==> src/rtl/debounce_pkg.sv <==
// Shared types and sizing helpers for the button debounce/repeat stage.
// Provides the FSM state enum and the counter width function.
package debounce_pkg;

   typedef enum logic [1:0] {
      IDLE,
      PRESS_WAIT,
      HELD,
      RELEASE_WAIT
   } stateT;

   // Width able to hold (largest parameter - 1).
   function automatic int cntWidth(
      input int a,
      input int b,
      input int c
   );
      int m;
      m = a;
      if (b > m) m = b;
      if (c > m) m = c;
      return $clog2(m);
   endfunction

endpackage

==> src/rtl/hold_counter.sv <==
// Loadable up-counter with clear/enable and a terminal-value compare.
// Ports: clock, rst, clr, load(loadVal), en, termVal -> atTerm.
module hold_counter #(
   parameter int W = 4
) (
   input  logic         clock,
   input  logic         rst,
   input  logic         clr,
   input  logic         load,
   input  logic         en,
   input  logic [W-1:0] loadVal,
   input  logic [W-1:0] termVal,
   output logic         atTerm
);

   logic [W-1:0] count;

   always_ff @(posedge clock) begin
      if (rst) begin
         count <= '0;
      end else if (clr) begin
         count <= '0;
      end else if (load) begin
         count <= loadVal;
      end else if (en) begin
         count <= count + 1'b1;
      end
   end

   assign atTerm = (count == termVal);

endmodule

==> src/rtl/debounce_repeat.sv <==
// Debounced button level with press, release and auto-repeat strobes.
// Ports: clock, rst, syncIn, repeatEn -> level, pulses, longHold.
module debounce_repeat
   import debounce_pkg::*;
#(
   parameter int DEBOUNCE_CYCLES = 500_000,
   parameter int REPEAT_DELAY    = 25_000_000,
   parameter int REPEAT_RATE     = 5_000_000
) (
   input  logic clock,
   input  logic rst,
   input  logic syncIn,
   input  logic repeatEn,
   output logic level,
   output logic pressPulse,
   output logic releasePulse,
   output logic repeatPulse,
   output logic longHold
);

   localparam int W = cntWidth(
      DEBOUNCE_CYCLES, REPEAT_DELAY, REPEAT_RATE);

   localparam logic [W-1:0] D_TERM =
      W'(DEBOUNCE_CYCLES - 1);
   localparam logic [W-1:0] DLY_TERM =
      W'(REPEAT_DELAY - 1);
   localparam logic [W-1:0] RATE_TERM =
      W'(REPEAT_RATE - 1);
   localparam logic [W-1:0] ONE = W'(1);

   stateT state, stateN;
   logic  rptPhase, phaseN;
   logic  levelN, pressN, releaseN;
   logic  repeatN, longHoldN;
   logic  dClr, dLoad, dInc, dTerm;
   logic  rClr, rInc, rTerm;
   logic  stepRpt;
   logic [W-1:0] rTermVal;

   assign rTermVal = rptPhase ? RATE_TERM : DLY_TERM;

   hold_counter #(.W(W)) uDcnt (
      .clock   (clock),
      .rst     (rst),
      .clr     (dClr),
      .load    (dLoad),
      .en      (dInc),
      .loadVal (ONE),
      .termVal (D_TERM),
      .atTerm  (dTerm)
   );

   hold_counter #(.W(W)) uRcnt (
      .clock   (clock),
      .rst     (rst),
      .clr     (rClr),
      .load    (1'b0),
      .en      (rInc),
      .loadVal ('0),
      .termVal (rTermVal),
      .atTerm  (rTerm)
   );

   always_ff @(posedge clock) begin
      if (rst) begin
         state        <= IDLE;
         rptPhase     <= 1'b0;
         level        <= 1'b0;
         pressPulse   <= 1'b0;
         releasePulse <= 1'b0;
         repeatPulse  <= 1'b0;
         longHold     <= 1'b0;
      end else begin
         state        <= stateN;
         rptPhase     <= phaseN;
         level        <= levelN;
         pressPulse   <= pressN;
         releasePulse <= releaseN;
         repeatPulse  <= repeatN;
         longHold     <= longHoldN;
      end
   end

   always_comb begin
      stateN    = state;
      phaseN    = rptPhase;
      levelN    = level;
      pressN    = 1'b0;
      releaseN  = 1'b0;
      repeatN   = 1'b0;
      longHoldN = longHold;
      dClr      = 1'b0;
      dLoad     = 1'b0;
      dInc      = 1'b0;
      rClr      = 1'b0;
      rInc      = 1'b0;
      stepRpt   = 1'b0;

      unique case (state)
         IDLE: begin
            levelN = 1'b0;
            if (syncIn) begin
               stateN = PRESS_WAIT;
               dLoad  = 1'b1;
            end
         end
         PRESS_WAIT: begin
            if (!syncIn) begin
               stateN = IDLE;
               dClr   = 1'b1;
            end else if (dTerm) begin
               stateN = HELD;
               levelN = 1'b1;
               pressN = 1'b1;
               phaseN = 1'b0;
               rClr   = 1'b1;
               dClr   = 1'b1;
            end else begin
               dInc = 1'b1;
            end
         end
         HELD: begin
            if (!syncIn) begin
               stateN = RELEASE_WAIT;
               dLoad  = 1'b1;
            end else begin
               stepRpt = 1'b1;
            end
         end
         RELEASE_WAIT: begin
            if (syncIn) begin
               // Bounce back: repeat timing resumes this cycle.
               stateN  = HELD;
               dClr    = 1'b1;
               stepRpt = 1'b1;
            end else if (dTerm) begin
               stateN    = IDLE;
               levelN    = 1'b0;
               releaseN  = 1'b1;
               longHoldN = 1'b0;
               phaseN    = 1'b0;
               dClr      = 1'b1;
            end else begin
               dInc = 1'b1;
            end
         end
         default: begin
            stateN = IDLE;
         end
      endcase

      if (stepRpt) begin
         if (!repeatEn) begin
            rClr = 1'b1;
         end else if (rTerm) begin
            repeatN   = 1'b1;
            rClr      = 1'b1;
            phaseN    = 1'b1;
            longHoldN = 1'b1;
         end else begin
            rInc = 1'b1;
         end
      end
   end

endmodule

==> config.mk <==
export PLATFORM = sky130hd
export DESIGN_NAME = debounce_repeat
export DESIGN_NICKNAME = d
export VERILOG_FILES = /design/src/rtl/debounce_pkg.sv /design/src/rtl/hold_counter.sv /design/src/rtl/debounce_repeat.sv
export SDC_FILE = /design/constraint.sdc
export NUM_CORES = 1
export LEC_CHECK = 0
export ABC_AREA = 1
export BUFFER_PORTS_ARGS = -buffer_cell sky130_fd_sc_hd__buf_2
export CAP_MARGIN = 5
export CORE_UTILIZATION = 63
export DETAILED_ROUTE_END_ITERATION = 8
export GPL_TIMING_DRIVEN = 0
export PLACE_DENSITY = 0.8
export SLEW_MARGIN = 15
export SYNTH_ARGS = -nofsm -noshare
export SYNTH_HDL_FRONTEND = slang
export SYNTH_SLANG_ARGS = --single-unit
==> constraint.sdc <==
create_clock -name clock -period 1.98 [get_ports clock]
set_input_delay 0.198 -clock clock [delete_from_list [all_inputs] [get_ports clock]]
set_output_delay 0.198 -clock clock [all_outputs]
set_load 0.01 [all_outputs]
Word level (Yosys, flattened, before mapping)
Index checks and enable logic that the tools add are counted.
Word-level totals
  bits in registers: 58
  input bits: 4
  output and inout port bits: 5
Cells by class
  add/subtract/negate cells: 2
  equal/unequal tests: 13
  multiplexer cells: 49
  bitwise gates (word level): 3
  reduce and logical (&&, ||, !) cells: 11
Operators by type and width (count)
  $add 25x1->25 const B: 2
  $mux 1: 36
  $eq 25x19->1 const B: 1
  $eq 25x25->1: 1
  $mux 25: 1
  $mux 2: 6
  $ne 2x2->1 const B: 6
  $reduce_or 3->1: 3
  $pmux 1 s2: 4
  $pmux 2 s4: 1
  $ne 3x3->1 const B: 2
  $reduce_or 2->1: 3
  $reduce_and 5->1: 1
  $eq 2x2->1 const B: 2
  $reduce_and 4->1: 1
  $not 1->1: 3
  $pmux 1 s3: 1
  $reduce_bool 3->1: 1
  $eq 2x1->1 const B: 1
  $logic_not 2->1: 1
  $reduce_bool 2->1: 1

Logic depth before layout (Yosys ltp)
Gate-level depths: netlist of the first run.
  word-level depth: 8
  mapped depth: 12
  mapped depth without buffers: 11

By module
Synthesis of the first run repeated with hierarchy kept, for this count alone.
Second synthesis, totals
  cell total of the unflattened synthesis: 677
  area total of the unflattened synthesis: 4454.3 um^2
By module, submodules not included
  hold_counter: times used 2, cells an instance 303, area an instance 1983.2 um^2
  debounce_repeat: times used 1, cells an instance 71, area an instance 488.0 um^2

Worst setup path after synthesis of the first run
Ideal clock, no wire load.
  path kind: reg2reg
  from: register uRcnt.count[0]
  to: register uRcnt.count[11]
  library setup time: 0.115 ns
  arrival: 1.656 ns
  path slack: 0.210 ns
  cell stages (with the launch flop): 12
  buffers on the path: 1
  clock period less this slack: 1.770 ns
  cell sequence: dfxtp_1 -> ha_1 -> nand3_4 -> nor2_8 -> nand2_2 -> nor2_4 -> nand2_4 -> nand2_1 -> nand2_1 -> nand2_4 -> buf_8 -> a21oi_2
Between the ends
  word-level cells in the longest chain between the ends: 5
  elaborated cells on any way between the ends: 9
  classes of those cells: add/sub: 1; eq/ne: 1; mux: 6; reduce/logical: 1
Ends and longest elaborated chain
  start: declaration: RTL line hold_counter.sv:16  | logic [W-1:0] count;
  start signal: assignment: RTL line hold_counter.sv:24  | count <= loadVal;
  start signal: assignment: RTL line hold_counter.sv:26  | count <= count + 1'b1;
  parallel branches: the longest is 5 deep, another holds $add 25x1->25
Parallel ways; which one is timed is not known.
A chain may end at the register's enable or synchronous reset.

Final worst setup path of the first run
  from: register uDcnt.count[0]
  to: register uDcnt.count[7]
Between the ends
  word-level cells in the longest chain between the ends: 5
  elaborated cells on any way between the ends: 11
  classes of those cells: add/sub: 1; eq/ne: 1; mux: 8; reduce/logical: 1
Ends and longest elaborated chain
  start: declaration: RTL line hold_counter.sv:16
  start signal: assignment: RTL line hold_counter.sv:24
  start signal: assignment: RTL line hold_counter.sv:26
  $eq 25x19->1: RTL line hold_counter.sv:30  | assign atTerm = (count == termVal);
  $mux 1: RTL line debounce_repeat.sv:112, debounce_repeat.sv:137
  $mux 1, on equally long branches: RTL line debounce_repeat.sv:132, debounce_repeat.sv:109
  $pmux 1 s2: RTL line debounce_repeat.sv:100  | unique case (state)
  $reduce_or 3->1 (no source line)
Parallel ways exist; a longest one is shown, timed or not.

==> results.md, run 1 <==
* Status: complete, no violations
* Drt wl/cell at 14.0 microns
* CP Capture Type: flip-flop
* Max Freq at 531 MHz
* Sequential area share after synthesis at 0.299
* Reg power frac at 0.403
* Grt ovf at 0
* Core area at roughly 5900 sq um
* Crit-path max FO at 10
* Commonest cells after routing, fill and taps aside: 220 x nand2_1, 83 x nor2_1, 56 x dfxtp_1
* Longest Clk Path Bufs at 2
* Die Y at 80.5 microns
* Num rows at 28
* Crit path DAT at 2.11 ns
* Cell taking the most area after synthesis: dfxtp_1
* R2R Path Start: uDcnt.count[0]
* Fin nets at about 650
* GRT met3 Usage at 0.0852
* Final hold violations at 0
* Pin count of the biggest net entering global routing at 12
* CTS root buf: clkbuf_8
* Unique masters post-synth at 29
* Critical Path RT at 2.21 ns
* P_int at 2.07 mW
* Pre-CTS setup slack at -0.116 ns
* Post-Synthesis Cells at approximately 620
* Final Skew at 0.00803 ns
* Max_cap viols at 0
* Post-synth EDFFs at 0
* Most common cell after layout, fill and taps aside: nand2_1
* Hpwl dp at 7300 microns
* Met1 Use GR at 0.467
* GRT Overall Usage at 0.326
* Startpoint type of the worst setup path: flip-flop
* Async set-reset flop share out of synthesis at 0
* Antenna-violating nets left at 0
* GR met2 Demand/Resource at 0.479
* Top Ports at 9
* DR vias at 4,043
* Ys Warns at 0
* Drt total wl at approximately 10,000 microns
* Power share of the clock group at 0.378
* Hold buffers post-CTS at 0
* Clk Latency, worst-skew pair at 0.35 ns
* Residual DRC at 0
* Clock slew at reported path FFs at around 0.070 ns
* Finish-stage setup viols at 0
* Antenna diodes at 0
* RSZ-0062 raised after global routing: true
* CTS tree: built
* Combinational group share of total power at 0.219
* Post-synth net total at between 600 and 700
* Fin crit share at 0.951
* Switch Pwr at 1.06 mW
* R2r worst-path depth at 8
* Hold crit path type: input pin to flip-flop
* Htree depth at 3
* Initial antenna violation count at 0
* Drt via density at 5.64
* Pwr dens at 730 nW/um^2
* Vias in the first global route at 3,422
* Seq cells post-synth at 58
* Worst Tran Pin Value at between 0.5 and 0.6 ns
* Starting Density at 0.656
* Final worst setup slack at 0.0960 ns
* Static Leak at 1.52 nW
* Setup CP Type: flip-flop to flip-flop
* Slew HR at 0.646
* Reg2reg setup slack at 0.1 ns
* Switching portion of total power at 0.338
* Worst vdd ir at 0.000665 V
* First-pass GRT wire length at 16,100 microns
* Area Growth Syn to Fin at 10.2%
* Min Clock Period, post-route at between 1.5 and 2 ns
* Worst min-delay path endpoint: releasePulse
* DIE AREA at 6490 sq um
* HP Start: rst
* Grt peak-use layer: met2
* Slew Viols, Final at 0
* Mapped Area at 3890 sq um
* Top cell type's share of synthesized area at 0.299
* PortBufs at 6
* WHS Path Cells at 2
* Die width at ~81 microns
* First drt pass iteration count at 5
* Routability cong. at 0.999
* Final hold slack at about 0.074 ns
* Syn Area/Cell at 6.28 sq um
* Share of cells above drive strength 1 at 0.121
* Ys flop type: dfxtp_1
* Clk sink count at 58
* Iter 0 DRT Violations at 353
* Largest cells by area after synthesis: dfxtp_1 30%, nand2_1 21%, nor2_1 8.2%
* Clock buffer count from CTS at 9
* R2R Path End: uDcnt.count[7]
==> cell usage after synthesis, types with 2 or more instances <==
library cell    n
dfxtp_1        58
buf_4           3
nand2_1       221
nor3_1         11
clkbuf_1        4
a21oi_1        33
nand3b_1        8
o21ai_0         9
inv_1          52
ha_1            6
buf_8           2
nor2_1         85
xnor2_1         5
buf_6           2
nand3_1        41
nand2_4         2
buf_2           6
xor2_1         19
nand4_1        22
a21oi_2        20
nand3_4         2
==> how the worst max path moves through the flow <==
stage | depth (start not counted) | slack (ns) | end | startpoint
after floorplan | 11 | 0.21 | uRcnt.count[11] | uRcnt.count[0]
after global placement | 11 | -0.10 | uRcnt.count[16] | uRcnt.count[0]
after detailed placement | 11 | -0.12 | uRcnt.count[13] | uRcnt.count[0]
after CTS | 9 | 0.01 | uRcnt.count[2] | state[0]
after global routing | 8 | -0.04 | uDcnt.count[7] | uDcnt.count[0]
final | 8 | 0.1 | uDcnt.count[7] | uDcnt.count[0]
==> layout make-up <==
class                   instances  area [sq um]
inverters                      53           199
multi-input cells             490          2440
clock buffers                  11           151
repair buffers                  7          37.5
well taps                      75          93.8
plain buffers                  18           135
fillers                       528          1640
flip-flops and latches         58          1170
clock inverters                 5          61.3
==> power groups by stage <==
stage	sequential (mW)	combinational [mW]	clock (mW)
3_5_place_dp	1.28	0.639	0
6_report	1.26	0.684	1.18
5_1_grt	1.27	0.743	1.24
2_1_floorplan	1.26	0.486	0
3_3_place_gp	1.27	0.627	0
4_1_cts	1.26	0.645	1.19
==> repair_timing <==
item / CTS / global route
resized for setup: 5 / 15
endpoints found under the setup margin: 44 / 46
buffers inserted: 0 / 1
pin swaps: 0 / 0
==> cell families after synthesis <==
logic type | after synthesis | synth area share
DFF | 58 | 0.299
muxes | 1 | 0.00258
AOI/OAI and AO/OA | 62 | 0.0992
and+or+nand+nor | 397 | 0.442
xor gates and xnor gates | 24 | 0.0541
buffers and inverters | 71 | 0.0840
adders and majority gates | 6 | 0.0193
==> through the flow <==
stage | util | instance area (sq um) | power (mW) | setup TNS, ns | std cells
final | 0.723 | 4280 | 3.13 | 0 | 717
after global routing | 0.723 | 4280 | 3.25 | -0.227 | 717
after CTS | 0.715 | 4230 | 3.09 | 0 | 716
after detailed placement | 0.677 | 4010 | 1.92 | -4.04 | 700
after global placement | 0.677 | 4010 | 1.90 | -3.39 | 700
after floorplan | - | 3890 | 1.75 | 0 | 619
==> critical path, cell delays in order, from the launching register on <==
cell	delay (ns)
dfxtp_2	0.40
ha_2	0.25
nand3_1	0.08
nor2_1	0.13
nand3_2	0.20
or2_4	0.31
nand3_2	0.12
buf_4	0.21
a21oi_1	0.06
==> flip-flops by register name, indices dropped and copies added, names as in the netlist, named ones only <==
name / flops
rptPhase: 1
repeatPulse: 1
longHold: 1
uDcnt.count: 25
level: 1
releasePulse: 1
state: 1
uRcnt.count: 25
pressPulse: 1
==> layer usage <==
| layer | vias up | routed length, microns |
|---|---|---|
| met3 | 14 | 746 |
| met4 | 0 | 116 |
| li1 | 2028 | - |
| met5 | - | 0 |
| met2 | 146 | 4350 |
| met1 | 1855 | 4820 |
Note: power is estimated with default switching activity, not from simulation.
==> run 2: changes to the inputs <==
--- a/config.mk
+++ b/config.mk
@@ -8,10 +8,12 @@
 export ABC_AREA = 1
 export BUFFER_PORTS_ARGS = -buffer_cell sky130_fd_sc_hd__buf_2
 export CAP_MARGIN = 5
-export CORE_UTILIZATION = 63
+export CELL_PAD_IN_SITES_DETAIL_PLACEMENT = 0
+export CELL_PAD_IN_SITES_GLOBAL_PLACEMENT = 1
+export CORE_UTILIZATION = 45
 export DETAILED_ROUTE_END_ITERATION = 8
 export GPL_TIMING_DRIVEN = 0
-export PLACE_DENSITY = 0.8
+export PLACE_DENSITY_LB_ADDON = 0.1
 export SLEW_MARGIN = 15
 export SYNTH_ARGS = -nofsm -noshare
 export SYNTH_HDL_FRONTEND = slang
==> run 2 against run 1 <==
Against the previous run: non-clock buffer count grew 1; utilization decreased by 19 points; global-route usage shrank 7.6 points; combinational power increased by 2%; power grew 10%; count of clock-buffer cells in the layout decreased by 2; setup slack got worse by 0.014 ns; sequential power about the same; final area is 2.7% higher; critical path type unchanged; critical endpoint is now uRcnt.count[6]; largest power group is now clock.
==> results.md, run 2 (same netlist as run 1, synthesis figures left out) <==
* Status: complete, no violations
* Final Skew at 0.00921 ns (+0.00118 ns)
* Htree depth at 3 (unchanged)
* Num rows at 33 (+18%)
* Static Leak at 1.56 nW (+2.7%)
* CTS root buf: clkbuf_8
* Grt ovf at 0 (unchanged)
* First drt pass iteration count at 4 (-1)
* Clock slew at reported path FFs at 0.08 ns (about the same)
* Final hold violations at 0 (unchanged)
* Setup CP Type: flip-flop to flip-flop
* Longest Clk Path Bufs at 2 (unchanged)
* Hold crit path type: input pin to flip-flop
* Drt wl/cell at 13.8 microns (-1.6%)
* Vias in the first global route at 3,637 (+6.3%)
* Clock buffer count from CTS at 9 (unchanged)
* Routability cong. at 0.855 (-14%)
* CP Capture Type: flip-flop
* Fin crit share at 0.958 (+0.00695)
* R2R Path Start: uRcnt.count[0]
* Crit path DAT at 2.13 ns (+0.02 ns)
* Min Clock Period, post-route at 1.90 ns (+0.0138 ns)
* DIE AREA at 9010 sq um (+39%)
* Starting Density at 0.468 (-0.188)
* Slew Viols, Final at 0 (unchanged)
* Worst Setup SP: uRcnt.count[0]
* First-pass GRT wire length at 17,200 microns (+6.9%)
* Max incr delay on CP at 0.40 ns (about the same)
* Residual DRC at 0 (unchanged)
* Area Growth Syn to Fin at 13.2%
* Slew HR at 0.616 (-0.0305)
* HP Start: rst
* Share of cells above drive strength 1 at 0.126 (+0.00448)
* Clk Latency, worst-skew pair at 0.34 ns (about the same)
* DR vias at 3,861 (-4.5%)
* PortBufs at 6 (unchanged)
* Hold buffers post-CTS at 0 (unchanged)
* Core area at 8300 sq um (+40%)
* Die Y at 94.9 microns (+18%)
* Setup TNS Final at 0 ns (unchanged)
* Drt via density at 5.16 (-8.5%)
* Die width at 94.9 microns (+18%)
* Largest registers: uDcnt.count x25, uRcnt.count x25
* Worst path buffer plus inverter count at 1 (unchanged)
* Top Ports at 9 (unchanged)
* Clk sink count at 58 (unchanged)
* Iter 0 DRT Violations at 184 (-48%)
* Most common cell after layout, fill and taps aside: nand2_1
* Pwr dens at 785 nW/um^2 (+7.5%)
* CTS tree: built
* Worst path cell trace: ha_4 > nand3_4 > nor2_8 > nand2_2 > nor2_4 > nand2_4 > nand2_1 > nand2_1 > nand2_4 > buf_8 > a21oi_2
* Fin nets at 648 (+0.15%)
* Worst Tran Pin Value at 0.572 ns (+0.0454 ns)
* Hpwl dp at 7790 microns (+6.7%)
* GRT Overall Usage at 0.250 (-0.0759)
* Top delay family on crit path: simple AND/OR/NAND/NOR gates
* Initial antenna violation count at 0 (unchanged)
* Max Freq at 527 MHz (-0.72%)
* Startpoint type of the worst setup path: flip-flop
* Max_cap viols at 0 (unchanged)
* Finish-stage setup viols at 0 (unchanged)
* Crit-path max FO at 10 (unchanged)
* Drt total wl at 10,300 microns (+2.7%)
* Antenna diodes at 0 (unchanged)
* Worst vdd ir at 0.000365 V (-45%)
* Antenna-violating nets left at 0 (unchanged)
* CP max-delay cell: dfxtp_4
* Critical Path RT at 2.21 ns (about the same)
* Commonest cells after routing, fill and taps aside: 220 x nand2_1, 82 x nor2_1, 54 x dfxtp_1
* Final hold slack at 0.0922 ns (+0.0181 ns)
* Pin count of the biggest net entering global routing at 12 (unchanged)
[run 2: changes by cell type in the layout (fill, tap and decap cells not counted), sizes merged]
cell,delta
bufinv,+3
clkbuf,-2
buf,+1
inv,-1
clkinv,+2
clkinvlp,-2
[run 2: area by class of cell]
| cell class | instances | area, sq um |
|---|---|---|
| buffer | 18 | 144 |
| clock buffer | 9 | 124 |
| clock inverter | 7 | 141 |
| fill | 891 | 3900 |
| inverter | 53 | 199 |
| multi-input combinational | 490 | 2440 |
| sequential | 58 | 1170 |
| tap | 105 | 131 |
| timing repair buffer | 8 | 45.0 |
[run 2: power breakdown]
group          switching [mW]  internal (mW)  total, mW
Sequential             0.0561           1.21       1.27
Combinational           0.476          0.221      0.697
Clock                   0.528          0.963       1.49
[run 2: per-stage QoR]
stage	worst slack [ns]	util	power [mW]	instance area, sq um	instances
2_1_floorplan	0.210	-	1.75	3890	619
3_3_place_gp	-0.219	0.488	1.93	4050	730
3_5_place_dp	-0.180	0.488	1.93	4050	730
4_1_cts	0.0195	0.523	3.46	4340	746
5_1_grt	-0.00545	0.530	3.63	4400	748
6_report	0.0823	0.530	3.46	4400	748
[run 2: path summary, 6_finish.rpt]
check                                      end  slack (ns)  cells past startpoint
worst max register to register  uRcnt.count[6]        0.08                     11
worst min-delay path              releasePulse        0.09                      2
worst max-delay path            uRcnt.count[6]        0.08                     11
worst min register to register           level        0.44                      2
[run 2: repair_timing]
action | in CTS | in global routing
pin swaps | 0 | 1
gates resized for setup | 9 | 16
buffers inserted | 0 | 2
setup endpoints to repair | 46 | 44
[run 2: worst register-to-register path, delay by kind of cell (launching register included)]
family / cells / cell delay, ns
adders and majority gates: 1 / 0.19
AOI/OAI and AO/OA: 1 / 0.05
and+or+nand+nor: 8 / 0.97
buffers and inverters: 1 / 0.18
DFF: 1 / 0.40
[run 2: layer usage]
metal / routed length (microns) / global-route usage
met1: 4580 / 0.299
met2: 4920 / 0.433
met3: 511 / 0.0572
met4: 291 / 0.0909
met5: 0 / 0
